[config.mk]
export PLATFORM = sky130hd
export DESIGN_NAME = uart_tx_cfg
export DESIGN_NICKNAME = d
export VERILOG_FILES = /design/src/rtl/uart_tx_cfg_pkg.sv /design/src/rtl/uart_baud_tick.sv /design/src/rtl/uart_tx_cfg.sv
export SDC_FILE = /design/constraint.sdc
export NUM_CORES = 1
export LEC_CHECK = 0
export ABC_CLOCK_PERIOD_IN_PS = 3150
export BUFFER_PORTS_ARGS = -buffer_cell sky130_fd_sc_hd__buf_2
export CAP_MARGIN = 20
export CORE_MARGIN = 4
export CORE_UTILIZATION = 42
export DETAILED_ROUTE_END_ITERATION = 12
export SLEW_MARGIN = 40
export SYNTH_ARGS = -nofsm -noshare
export SYNTH_HDL_FRONTEND = slang
export SYNTH_HIERARCHICAL = 1
export SYNTH_SLANG_ARGS = --single-unit
[constraint.sdc]
create_clock -name CLK -period 3.15 [get_ports CLK]
set_input_delay 0.1575 -clock CLK [delete_from_list [all_inputs] [get_ports CLK]]
set_output_delay 0.1575 -clock CLK [all_outputs]
set_load 0.1 [all_outputs]
[src/rtl/uart_tx_cfg_pkg.sv]
// uart_tx_cfg_pkg: shared types, FSM state encodings and parity helper for the configurable UART transmitter.
package uart_tx_cfg_pkg;
  localparam int DIV_RATIO = 8;
  typedef enum bit {PAR_EVEN, PAR_ODD} uart_par_e;
  typedef logic [2:0] UART_TX_CFG_e;
  localparam UART_TX_CFG_e IDLE      = 3'd0;
  localparam UART_TX_CFG_e START_BIT = 3'd1;
  localparam UART_TX_CFG_e SENDING   = 3'd2;
  localparam UART_TX_CFG_e PARITY    = 3'd3;
  localparam UART_TX_CFG_e END_BIT   = 3'd4;
  function automatic logic par_of(input logic xor_red, input uart_par_e typ);
    return xor_red ^ (typ == PAR_ODD);
  endfunction
endpackage

[src/rtl/uart_baud_tick.sv]
// uart_baud_tick: bit-period counter with synchronous clear and terminal-count pulse.
module uart_baud_tick #(
  parameter int CLKS_PER_BIT = 8
) (
  input  logic clk_i,
  input  logic rst_i,
  input  logic en_i,
  input  logic clr_i,
  output logic tick_o
);
  localparam int CNT_W = (CLKS_PER_BIT > 1) ? $clog2(CLKS_PER_BIT) : 1;
  logic [CNT_W-1:0] cnt_q, cnt_d;
  assign tick_o = en_i & (cnt_q == CNT_W'(CLKS_PER_BIT - 1));
  always_comb cnt_d = clr_i ? '0 : !en_i ? cnt_q : tick_o ? '0 : cnt_q + 1'b1;
  always_ff @(posedge clk_i or posedge rst_i)
    if (rst_i) cnt_q <= '0;
    else cnt_q <= cnt_d;
endmodule

[src/rtl/uart_tx_cfg.sv]
// uart_tx_cfg: LSB-first UART transmitter with per-word parity/stop config and a one-word holding buffer.
module uart_tx_cfg
  import uart_tx_cfg_pkg::*;
#(
  parameter int DATA_WIDTH   = 8,
  parameter int CLKS_PER_BIT = DIV_RATIO
) (
  input  logic                  CLK,
  input  logic                  RST,
  input  logic [DATA_WIDTH-1:0] P_DATA,
  input  logic                  Data_Valid,
  input  logic                  PAR_EN,
  input  logic                  PAR_TYP,
  input  logic                  STOP2,
  output logic                  Ready,
  output logic                  TX_OUT,
  output logic                  Busy,
  output logic                  Frame_Done
);
  localparam int IDX_W = $clog2(DATA_WIDTH);
  UART_TX_CFG_e state_q, state_d;
  logic [DATA_WIDTH-1:0] hold_q, hold_d, shift_q, shift_d;
  logic [2:0] hcfg_q, hcfg_d;
  logic full_q, full_d;
  logic [IDX_W-1:0] idx_q, idx_d;
  logic pe_q, pe_d, par_q, par_d, s2_q, s2_d, stop_q, stop_d, tx_q, tx_d;
  logic accept, load, done, tick, clr;
  uart_baud_tick #(.CLKS_PER_BIT(CLKS_PER_BIT)) u_baud (
    .clk_i (CLK),
    .rst_i (RST),
    .en_i  (state_q != IDLE),
    .clr_i (clr),
    .tick_o(tick)
  );
  assign accept     = Data_Valid & ~full_q;
  assign Ready      = ~full_q;
  assign Busy       = (state_q != IDLE) | full_q;
  assign TX_OUT     = tx_q;
  assign Frame_Done = done;
  always_comb begin
    full_d = accept | (full_q & ~load);
    hold_d = accept ? P_DATA : hold_q;
    hcfg_d = accept ? {PAR_EN, PAR_TYP, STOP2} : hcfg_q;
  end
  always_comb begin
    state_d = state_q;
    shift_d = shift_q;
    idx_d   = idx_q;
    stop_d  = stop_q;
    load    = 1'b0;
    done    = 1'b0;
    case (state_q)
      IDLE: if (full_q) begin
        load    = 1'b1;
        state_d = START_BIT;
      end
      START_BIT: if (tick) begin
        state_d = SENDING;
        idx_d   = '0;
      end
      SENDING: if (tick) begin
        if (idx_q == IDX_W'(DATA_WIDTH - 1)) begin
          state_d = pe_q ? PARITY : END_BIT;
          stop_d  = 1'b0;
        end else begin
          idx_d   = idx_q + 1'b1;
          shift_d = shift_q >> 1;
        end
      end
      PARITY: if (tick) begin
        state_d = END_BIT;
        stop_d  = 1'b0;
      end
      END_BIT: if (tick) begin
        if (stop_q == s2_q) begin
          done    = 1'b1;
          load    = full_q;
          state_d = full_q ? START_BIT : IDLE;
        end else stop_d = 1'b1;
      end
      default: state_d = IDLE;
    endcase
    if (load) shift_d = hold_q;
  end
  // frame config is captured together with the word so mid-frame input changes cannot leak in
  always_comb begin
    pe_d  = load ? hcfg_q[2] : pe_q;
    par_d = load ? par_of(^hold_q, uart_par_e'(hcfg_q[1])) : par_q;
    s2_d  = load ? hcfg_q[0] : s2_q;
    clr   = (state_d == START_BIT) & (state_q != START_BIT);
    tx_d  = (state_d == START_BIT) ? 1'b0 :
            (state_d == SENDING)   ? shift_d[0] :
            (state_d == PARITY)    ? par_q : 1'b1;
  end
  always_ff @(posedge CLK or posedge RST)
    if (RST) begin
      state_q <= IDLE;
      hold_q  <= '0;
      hcfg_q  <= '0;
      full_q  <= 1'b0;
      shift_q <= '0;
      idx_q   <= '0;
      stop_q  <= 1'b0;
      pe_q    <= 1'b0;
      par_q   <= 1'b0;
      s2_q    <= 1'b0;
      tx_q    <= 1'b1;
    end else begin
      state_q <= state_d;
      hold_q  <= hold_d;
      hcfg_q  <= hcfg_d;
      full_q  <= full_d;
      shift_q <= shift_d;
      idx_q   <= idx_d;
      stop_q  <= stop_d;
      pe_q    <= pe_d;
      par_q   <= par_d;
      s2_q    <= s2_d;
      tx_q    <= tx_d;
    end
endmodule

==> results of run 1 <==
-- synth_stat cells, types with 2 or more instances --
master    count
nor2b_1       3
nor2_1        7
xor2_1        3
a21o_1        6
nand3_1       2
o21ai_0       5
xnor2_1       4
mux2_4        4
a22o_1        5
nand2b_1      4
mux2_2       12
dfrtp_1      33
o32ai_1       2
nand2_1       6
inv_1         8
buf_2         3
nand3b_1      2
ha_1          4
mux2i_1       2
-- final cells by class --
cell class              count  area, µm²  area share
clock inverters             2       12.5     0.00636
inverters                   8       30.0      0.0153
multi-input cells          95        818       0.416
repair buffers             20        110      0.0559
well taps                  50       62.6      0.0318
flip-flops and latches     34        852       0.433
clock buffers               6       82.6      0.0420
-- power by group --
group,internal [mW],switching [mW],total [mW]
combinational,0.491,0.439,0.930
clock,0.176,0.162,0.338
sequential,0.644,0.178,0.823
-- per-stage QoR --
| step | utilization | worst slack, ns | power, mW |
|---|---|---|---|
| 4_1_cts | 0.492 | 0.610 | 2.12 |
| 5_1_grt | 0.492 | 0.349 | 2.26 |
| 3_3_place_gp | 0.465 | 0.719 | 1.74 |
| 3_5_place_dp | 0.466 | 0.619 | 1.78 |
| 2_1_floorplan | - | 0.506 | 1.63 |
| 6_report | 0.492 | 0.593 | 2.09 |
-- sequential cells by signal (all words and copies together), names as in the netlist --
register and cells:
s2_q 1, par_q 1, TX_OUT 1, state_q 3, full_q 1, hcfg_q 3
pe_q 1, stop_q 1, shift_q 8, u_baud/cnt_q 3, idx_q 3, hold_q 8
-- per-layer routing --
| layer | wire, µm | global-route usage |
|---|---|---|
| met5 | 0 | 0 |
| met4 | 49 | 0.0492 |
| met2 | 1470 | 0.213 |
| met3 | 110 | 0.0471 |
| met1 | 1380 | 0.185 |
-- kinds of logic after synthesis --
logic type | Yosys count | synth area share
flops | 34 | 0.487
mux | 18 | 0.123
buf+inv | 14 | 0.0458
compound gates | 27 | 0.125
fa+ha+maj | 4 | 0.0286
simple gates | 38 | 0.142
xor+xnor | 8 | 0.0480
-- worst reg2reg max path, stage by stage, from the launching register on --
cell	delay, ns
dfrtp_1	0.61
nor2_1	0.17
nand2_1	0.20
and2_1	0.40
nand4bb_1	0.20
o21ai_4	0.52
mux2_4	0.35
-- what timing repair did --
action	CTS	global route
hold buffers	1	0
endpoints found under the hold margin	33	0
buffers inserted	0	0
-- final timing paths --
check,to,slack (ns),cells past startpoint,start
max,shift_q[0],0.59,6,state_q[0]
min,hcfg_q[2],0.1,2,PAR_EN
max reg2reg,shift_q[0],0.59,6,state_q[0]
min reg2reg,shift_q[5],0.49,1,shift_q[5]
max in group asynchronous,TX_OUT,2.32,4,RST
min in group asynchronous,u_baud/cnt_q[0],0.29,3,RST
==> key figures, run 1 <==
Cells and area
  – Total Nets Final: 182
  – Post-route cell area: 1970 µm²
  – Most frequent cells in the layout: dfrtp_1, buf_2, mux2_2
  – Filler cells: 365
  – N_diodes: 0
  – Final Non-Filler Cells: 215
  – Commonest non-fill, non-tap cell in the layout: dfrtp_1
  – Area Overhead vs Synth: 12.6%
  – Layout cells sized above 1: 0.327

Power and ir drop
  – Power Dens Cells: 1060 nW/µm²
  – Peak VDD IR: 0.470 mV
  – Lkg Pwr: 0.925 nW

Routing
  – Pre-antenna DRT Iters: 4
  – Final ANT Viol Nets: 0
  – Final wirelength: 3.01 mm
  – Routed length per instance: 14.0 µm
  – # DRC: 0
  – Via count: 1129
  – DRT iter0 DRCs: 70
  – Avg Vias per Cell: 5.25

Status
  – Status: complete, no violations

STA
  – Final hold slack: 0.0999 ns
  – RSZ-0062 raised after global routing: no
  – Worst rel slew slack: 0.602
  – Fin Setup TNS: 0 ns
  – Endpoints failing setup: 0
  – Tightest Pin Transition: 0.595 ns
  – Tcrit/Tclk final: 0.812
  – Post-route clock skew: 0.00947 ns
  – Slew Viols, Final: 0
  – Fmax: 0.391 GHz
  – Minimum clock period: 2.56 ns
  – Final Hold Fails: 0

Global routing
  – Largest net degree at the start of global routing: 32
  – GRT Util Overall: 0.139
  – Vias in the first global route: 1173
  – First-pass GRT wire length: 5.58 mm
  – GRT overflow: 0
  – Initial antenna violation count: 0

Worst setup path
  – Crit Path Max Fanout: 19
  – Setup Crit Path Kind: reg2reg
  – Crit-path cells: nor2_1 > nand2_1 > and2_1 > nand4bb_1 > o21ai_4 > mux2_4
  – Top Family by Delay on Critical Path: simple AND/OR/NAND/NOR gates
  – Buf/Inv on CP: 0
  – Critical path data arrival time: 2.72 ns
  – Critical Path RT: 3.31 ns
  – CP max-delay cell: dfrtp_1
  – Type of origin of the critical path: flip-flop
  – CP peak stage delay: 0.61 ns
  – Worst Setup End Kind: flip-flop

Synth
  – Flop and latch count out of synthesis: 34
  – Post-synth EDFFs: 0
  – Yosys cell types: 47
  – Synth warn: 6
  – Mean post-synth cell area: 12.2 µm²
  – Post-synth top area cell: dfrtp_1
  – Synthesized area: 1750 µm²
  – Gate Count Post-Synth: 143
  – Sequential area share after synthesis: 0.487
  – Synth Flop Type: dfrtp_1
  – Async set-reset flop share out of synthesis: 1.00
  – Yosys top cell area share: 0.472
  – Synth top area cells: dfrtp_1, mux2_2, mux2_4
  – Syn Nets: 161

Floorplan
  – Initial core utilization: 0.437
  – Die area: 5260 µm²
  – Die Span Y: 72.5 µm
  – Die X: 72.5 µm
  – # IOs: 18
  – # rows: 23
  – Core Box Area: 4000 µm²

Place
  – Routability congestion estimate: 0.795
  – Placed Cells: 206
  – Area post-placement: 1860 µm²
  – DP Wirelength: 2.19 mm
  – Port Buffers: 17

Clock tree
  – CTS tree: built
  – Clock Path Buffers: 2
  – Clock Sinks: 34
  – H-tree depth: 2
  – Inserted Clock Buffers: 5
  – PostCTS Resize Cnt: 0
  – CTS root buf: clkbuf_8
  – Clock transition at the registers of the reported paths: 0.07 ns
  – Worst skew pair latency: 0.28 ns

Min path
  – Hold WC Path Type: in2reg

Flow run
  – Max-capacitance violation count: 0
No activity file was read; power rests on OpenSTA's default activity.
==> run 2: changes to the inputs <==
- ABC_CLOCK_PERIOD_IN_PS: 3150 -> 2410
- clock period: 3.15 -> 2.41 ns (I/O delays scaled with it)
==> run 2 against run 1 <==
Compared with the run above: non-clock buffer count up 6; register-to-register slack worse by 0.36 ns; first-iteration DRC count down 17%; power up 33%; sequential cell count unchanged; clock power up 25%; utilization up 1.0 points; critical endpoint is now shift_q[4].
==> key figures, run 2 (synthesis gave the netlist of run 1 again) <==
Worst setup path
  – Type of origin of the critical path: flip-flop
  – Critical Path RT: 2.63 ns (-0.68 ns)
  – Crit-path cells: ha_1 > ha_1 > and2_1 > nand4bb_1 > o21ai_4 > buf_4 > a22o_1 > a21o_1
  – CP peak stage delay: 0.41 ns (-0.20 ns)
  – Worst Setup End Kind: flip-flop
  – Crit Path Max Fanout: 12 (-7)
  – Buf/Inv on CP: 1 (+1)
  – Worst path most repeated cell: ha_1
  – Top Family by Delay on Critical Path: compound AO/OA/AOI/OAI gates
  – Critical path data arrival time: 2.40 ns (-0.32 ns)
  – CP max-delay cell: o21ai_4
  – Setup Crit Path Kind: reg2reg

Clock tree
  – CTS tree: built
  – Clock Path Buffers: 2 (unchanged)
  – H-tree depth: 2 (unchanged)
  – CTS root buf: clkbuf_8
  – Hold Buf Count CTS: 1 (unchanged)
  – Setup bufs post-CTS: 0 (unchanged)
  – Clock Sinks: 34 (unchanged)
  – PostCTS Resize Cnt: 0 (unchanged)
  – Worst skew pair latency: 0.28 ns (about the same)
  – Clock transition at the registers of the reported paths: 0.07 ns (about the same)
  – Inserted Clock Buffers: 5 (unchanged)

Cells and area
  – Area Overhead vs Synth: 15.0%
  – N_diodes: 0 (unchanged)
  – Total Nets Final: 188 (+3.3%)
  – Layout cells sized above 1: 0.345 (+0.0178)
  – Commonest non-fill, non-tap cell in the layout: dfrtp_1
  – Most frequent cells in the layout: dfrtp_1, buf_2, mux2_2
  – Largest registers: hold_q x8, shift_q x8

Min path
  – Hold WC Path Type: in2reg

STA
  – Minimum clock period: 2.18 ns (-0.381 ns)
  – Fmax: 0.460 GHz (+18%)
  – Tightest Pin Transition: 0.487 ns (-0.108 ns)
  – Final Hold Fails: 0 (unchanged)
  – Post-route clock skew: 0.00618 ns (-0.00329 ns)
  – Setup WS post-layout: 0.234 ns (-0.359 ns)
  – Final hold slack: 0.0664 ns (-0.0335 ns)
  – Tcrit/Tclk final: 0.903 (+0.0911)
  – Fin Setup TNS: 0 ns (unchanged)
  – Worst rel slew slack: 0.678 (+0.0759)
  – Slew Viols, Final: 0 (unchanged)
  – Endpoints failing setup: 0 (unchanged)
  – RSZ-0062 raised after global routing: no

Routing
  – Final wirelength: 3.18 mm (+5.5%)
  – Routed length per instance: 14.4 µm (+2.6%)
  – # DRC: 0 (unchanged)
  – Via count: 1124 (-0.44%)
  – Final ANT Viol Nets: 0 (unchanged)
  – Pre-antenna DRT Iters: 4 (unchanged)
  – Avg Vias per Cell: 5.09 (-3.1%)
  – DRT iter0 DRCs: 58 (-17%)

Floorplan
  – Initial core utilization: 0.437 (unchanged)
  – Core Box Area: 4000 µm² (unchanged)
  – # rows: 23 (unchanged)
  – Die area: 5260 µm² (unchanged)
  – Die Span Y: 72.5 µm (unchanged)
  – # IOs: 18 (unchanged)
  – Die X: 72.5 µm (unchanged)

Global routing
  – Vias in the first global route: 1168 (-0.43%)
  – Initial antenna violation count: 0 (unchanged)
  – First-pass GRT wire length: 5.57 mm (-0.25%)
  – Largest net degree at the start of global routing: 32 (unchanged)
  – GRT Util Overall: 0.140 (+0.000753)
  – GRT overflow: 0 (unchanged)

Place
  – Routability congestion estimate: 0.726 (-8.7%)
  – Post-place setup slack: 0.252 ns (-0.367 ns)
  – DP Wirelength: 2.33 mm (+6.3%)
  – Port Buffers: 17 (unchanged)

Flow run
  – Max-capacitance violation count: 0 (unchanged)

Power and ir drop
  – Lkg Pwr: 0.954 nW (+3.2%)
  – Peak VDD IR: 0.937 mV (+100%)
  – Power Dens Cells: 1390 nW/µm² (+30%)

Status
  – Status: complete, no violations
==> run 2: layout make-up <==
cell class	instances	area, µm²
clock inverter	1	5.00
sequential	34	852
timing repair buffer	26	155
multi-input combinational	95	818
clock buffer	7	86.3
fill	371	1990
inverter	8	30.0
tap	50	62.6
==> run 2: worst register-to-register path, cell delays in order, from the launching register on <==
cell and delay, ns:
dfrtp_1 0.36, ha_1 0.16, ha_1 0.17, and2_1 0.35, nand4bb_1 0.21, o21ai_4 0.41
buf_4 0.24, a22o_1 0.14, a21o_1 0.08
==> run 2: final timing paths <==
| check | endpoint | slack [ns] | depth (start not counted) | start |
|---|---|---|---|---|
| worst max-delay path | shift_q[4] | 0.23 | 8 | u_baud/cnt_q[0] |
| worst min-delay path | hcfg_q[2] | 0.07 | 2 | PAR_EN |
| worst max register to register | shift_q[4] | 0.23 | 8 | u_baud/cnt_q[0] |
| worst min register to register | shift_q[5] | 0.49 | 1 | shift_q[5] |
| max in group asynchronous | TX_OUT | 1.60 | 4 | RST |
| min in group asynchronous | u_baud/cnt_q[1] | 0.26 | 3 | RST |
==> run 2: per-layer routing <==
layer  wire length (µm)  track usage  up-vias  share of wire
li1                   -            -      556              -
met1               1480        0.184      546           0.46
met2               1540        0.222       20           0.48
met3                139       0.0443        2          0.044
met4                 24       0.0430        0         0.0075
met5                  0            0        -              0
==> run 2: stage by stage <==
stage | util | cell area [µm²] | instances | power, mW
final | 0.502 | 2010 | 221 | 2.78
after global routing | 0.502 | 2010 | 221 | 3.01
after CTS | 0.502 | 2010 | 221 | 2.82
after detailed placement | 0.477 | 1910 | 212 | 2.38
after global placement | 0.477 | 1910 | 212 | 2.33
after floorplan | - | 1750 | 143 | 2.13
==> run 2: power breakdown <==
group	total [mW]	switching (mW)	internal [mW]	leakage [nW]
Sequential	1.03	0.189	0.843	0.411
Clock	0.424	0.194	0.230	0.0482
Combinational	1.33	0.644	0.682	0.495
Total	2.78	1.03	1.76	0.954
==> run 3: changes to the inputs <==
- ABC_CLOCK_PERIOD_IN_PS: 2410 -> 2600
- CAP_MARGIN: 20 -> default
- SYNTH_HIERARCHICAL: 1 -> default
- clock period: 2.41 -> 2.6 ns (I/O delays scaled with it)
==> run 3 against run 2 <==
Compared with the run above: worst hold slack worse by 0.0062 ns; die area is 2.0% lower; clock skew down 0.00070 ns; utilization fell by 0.27 points; cell count rose by 1.8%; worst setup slack better by 0.25 ns; critical endpoint is now pe_q.
==> key figures, run 3 <==
Floorplan
  – Die area: 5150 µm² (-2.0%)
  – Core Box Area: 3800 µm² (-5.0%)
  – # IOs: 18 (unchanged)
  – Die Span Y: 71.8 µm (-1.0%)
  – # rows: 22 (-4.3%)
  – Initial core utilization: 0.450 (+0.0126)
  – Die X: 71.8 µm (-1.0%)

Worst setup path
  – Type of origin of the critical path: flip-flop
  – Worst Setup End Kind: flip-flop
  – R2r endpoint: pe_q
  – Critical path data arrival time: 2.29 ns (-0.11 ns)
  – RR Startpoint: u_baud.cnt_q[0]
  – CP endpoint: pe_q
  – Setup Crit Path Kind: reg2reg
  – Crit Path Max Fanout: 12 (unchanged)
  – Worst reg-to-reg setup slack: 0.48 ns (+0.25 ns)
  – Setup crit start: u_baud.cnt_q[0]
  – Critical Path RT: 2.77 ns (+0.14 ns)
  – R2R cell count: 6 (-2)

Synth
  – Synthesized area: 1710 µm² (-2.3%)
  – Commonest cells post-synth: dfrtp_1, nand2_1, mux2_2, nor3_1, inv_1
  – Async set-reset flop share out of synthesis: 1.00 (unchanged)
  – Yosys top cell area share: 0.484 (+0.0111)
  – Mean post-synth cell area: 10.9 µm² (-11%)
  – Post-synth top area cell: dfrtp_1
  – Syn Nets: 175 (+8.7%)
  – Synth Flop Type: dfrtp_1
  – Sequential area share after synthesis: 0.499 (+0.0114)
  – Post-synth EDFFs: 0 (unchanged)
  – Yosys cell types: 42 (-11%)
  – Flop and latch count out of synthesis: 34 (unchanged)
  – Synth warn: 0 (-6)
  – Gate Count Post-Synth: 157 (+9.8%)
  – Synth top area cells: dfrtp_1, mux2_2, nand2_1
  – Most frequent cell after synthesis: dfrtp_1

Global routing
  – Vias in the first global route: 1247 (+6.8%)
  – Largest net degree at the start of global routing: 19 (-41%)
  – GRT Util Overall: 0.134 (-0.00596)
  – Initial antenna violation count: 0 (unchanged)
  – First-pass GRT wire length: 5.40 mm (-3.0%)
  – GRT overflow: 0 (unchanged)

Place
  – Post-place setup slack: 0.499 ns (+0.247 ns)
  – DP Wirelength: 2.35 mm (+0.72%)
  – Port Buffers: 17 (unchanged)
  – Routability congestion estimate: 0.754 (+3.9%)

Cells and area
  – Commonest non-fill, non-tap cell in the layout: dfrtp_1
  – Final core utilization: 0.500 (-0.00267)
  – Largest registers: hold_q x8, shift_q x8
  – Total Nets Final: 194 (+3.2%)
  – Layout cells sized above 1: 0.254 (-0.0908)
  – Area Overhead vs Synth: 11.1%
  – Most frequent cells in the layout: dfrtp_1, nand2_1, buf_2
  – N_diodes: 0 (unchanged)

Routing
  – Via count: 1195 (+6.3%)
  – Final ANT Viol Nets: 0 (unchanged)
  – Avg Vias per Cell: 5.31 (+4.4%)
  – Pre-antenna DRT Iters: 4 (unchanged)
  – Final wirelength: 3.10 mm (-2.4%)
  – Routed length per instance: 13.8 µm (-4.1%)
  – # DRC: 0 (unchanged)
  – DRT iter0 DRCs: 48 (-17%)

Clock tree
  – H-tree depth: 2 (unchanged)
  – CTS root buf: clkbuf_8
  – CTS tree: built
  – Worst skew pair latency: 0.28 ns (about the same)
  – Setup bufs post-CTS: 0 (unchanged)
  – Inserted Clock Buffers: 5 (unchanged)
  – Clock Path Buffers: 2 (unchanged)
  – Clock Sinks: 34 (unchanged)
  – Clock transition at the registers of the reported paths: 0.06 ns (about the same)

STA
  – Final Hold Fails: 0 (unchanged)
  – Tcrit/Tclk final: 0.814 (-0.0892)
  – Minimum clock period: 2.12 ns (-0.0605 ns)
  – Fmax: 0.473 GHz (+2.9%)
  – Tightest Pin Transition: 0.620 ns (+0.133 ns)
  – Post-route clock skew: 0.00548 ns (-0.000699 ns)
  – RSZ-0062 raised after global routing: no
  – Fin Setup TNS: 0 ns (unchanged)
  – Worst rel slew slack: 0.587 (-0.0912)
  – Setup WS post-layout: 0.484 ns (+0.250 ns)
  – Endpoints failing setup: 0 (unchanged)
  – Slew Viols, Final: 0 (unchanged)

Power and ir drop
  – Peak VDD IR: 0.566 mV (-40%)
  – Total internal power: 1.51 mW (-14%)
  – Clock network fraction of total power: 0.151 (about the same)
  – Combinational group share of total power: 0.437 (-0.040)
  – Sw Share: 0.380 (+0.0108)
  – Switch Pwr: 0.928 mW (-9.7%)
  – Power Dens Cells: 1290 nW/µm² (-7.1%)
  – Seq pwr share: 0.412 (+0.041)
  – Lkg Pwr: 0.871 nW (-8.8%)

Flow run
  – Max-capacitance violation count: 0 (unchanged)

Status
  – Status: complete, no violations

Min path
  – Hold WC Path Type: in2reg
==> run 3: cell types whose count changed after synthesis, sizes merged, moves of 3 or more <==
cell / previous run / this run
a21o: 6 / 1
a22o: 6 / 2
a31oi: 0 / 7
mux2: 16 / 13
nand2: 6 / 22
nand2b: 4 / 1
nor2: 8 / 4
nor3: 2 / 9
==> run 3: power by group through the flow <==
stage,clock network [mW],registers [mW],logic (mW)
global route,0.401,1.04,1.19
finish,0.368,1.01,1.07
detailed placement,0,1.02,1.08
floorplan,0,0.985,0.940
CTS,0.379,1.01,1.09
global placement,0,1.01,1.07
==> run 3: logic make-up (layout without fill, tap and decap cells) <==
group,Yosys count,after routing,synth area share
AOI/OAI and AO/OA,31,31,0.128
xor gates and xnor gates,8,8,0.0491
and+or+nand+nor,50,50,0.148
buffers and inverters,16,36,0.0527
DFF,34,34,0.499
adders and majority gates,4,4,0.0293
muxes,14,14,0.0938
==> run 3: area by class of cell <==
type | instances | area (µm²)
well taps | 48 | 60.1
inverters | 8 | 30.0
fillers | 372 | 1900
clock buffers | 8 | 80.1
flip-flops and latches | 34 | 852
repair buffers | 20 | 110
multi-input cells | 107 | 766
==> run 3: metal layers <==
metal | vias to the layer above | global-route usage | routed length [µm]
li1 | 591 | - | -
met1 | 578 | 0.159 | 1380
met2 | 19 | 0.220 | 1550
met3 | 7 | 0.0365 | 96
met4 | 0 | 0.0731 | 70
met5 | - | 0 | 0
==> run 3: worst min-delay path by stage <==
stage | slack, ns | from | endpoint | depth (start not counted)
after detailed placement | 0.24 | RST | hold_q[7] | 2
after floorplan | 0.25 | P_DATA[7] | hold_q[7] | 2
after global routing | 0.07 | Data_Valid | full_q | 2
after CTS | 0.05 | Data_Valid | full_q | 2
after global placement | 0.23 | RST | hold_q[0] | 2
final | 0.06 | Data_Valid | full_q | 2
==> run 3: timing repair <==
item	CTS	global route
setup endpoints to repair	0	0
endpoints found under the hold margin	16	0
resized for setup	0	0
hold buffers	1	0
==> run 3: metrics by stage <==
step                total power, mW  hold slack [ns]  instances  area, µm²
floorplan                      1.93            0.247        157       1710
global route                   2.64           0.0704        225       1900
detailed placement             2.10            0.241        216       1810
finish                         2.44           0.0602        225       1900
global placement               2.08            0.226        216       1810
CTS                            2.48           0.0517        225       1900
==> run 3: worst max-delay path, cell delays in order, from the launching register on <==
cell,delay (ns)
dfrtp_1,0.38
ha_1,0.16
ha_1,0.36
inv_1,0.16
o21a_2,0.32
or2_4,0.34
mux2_2,0.29
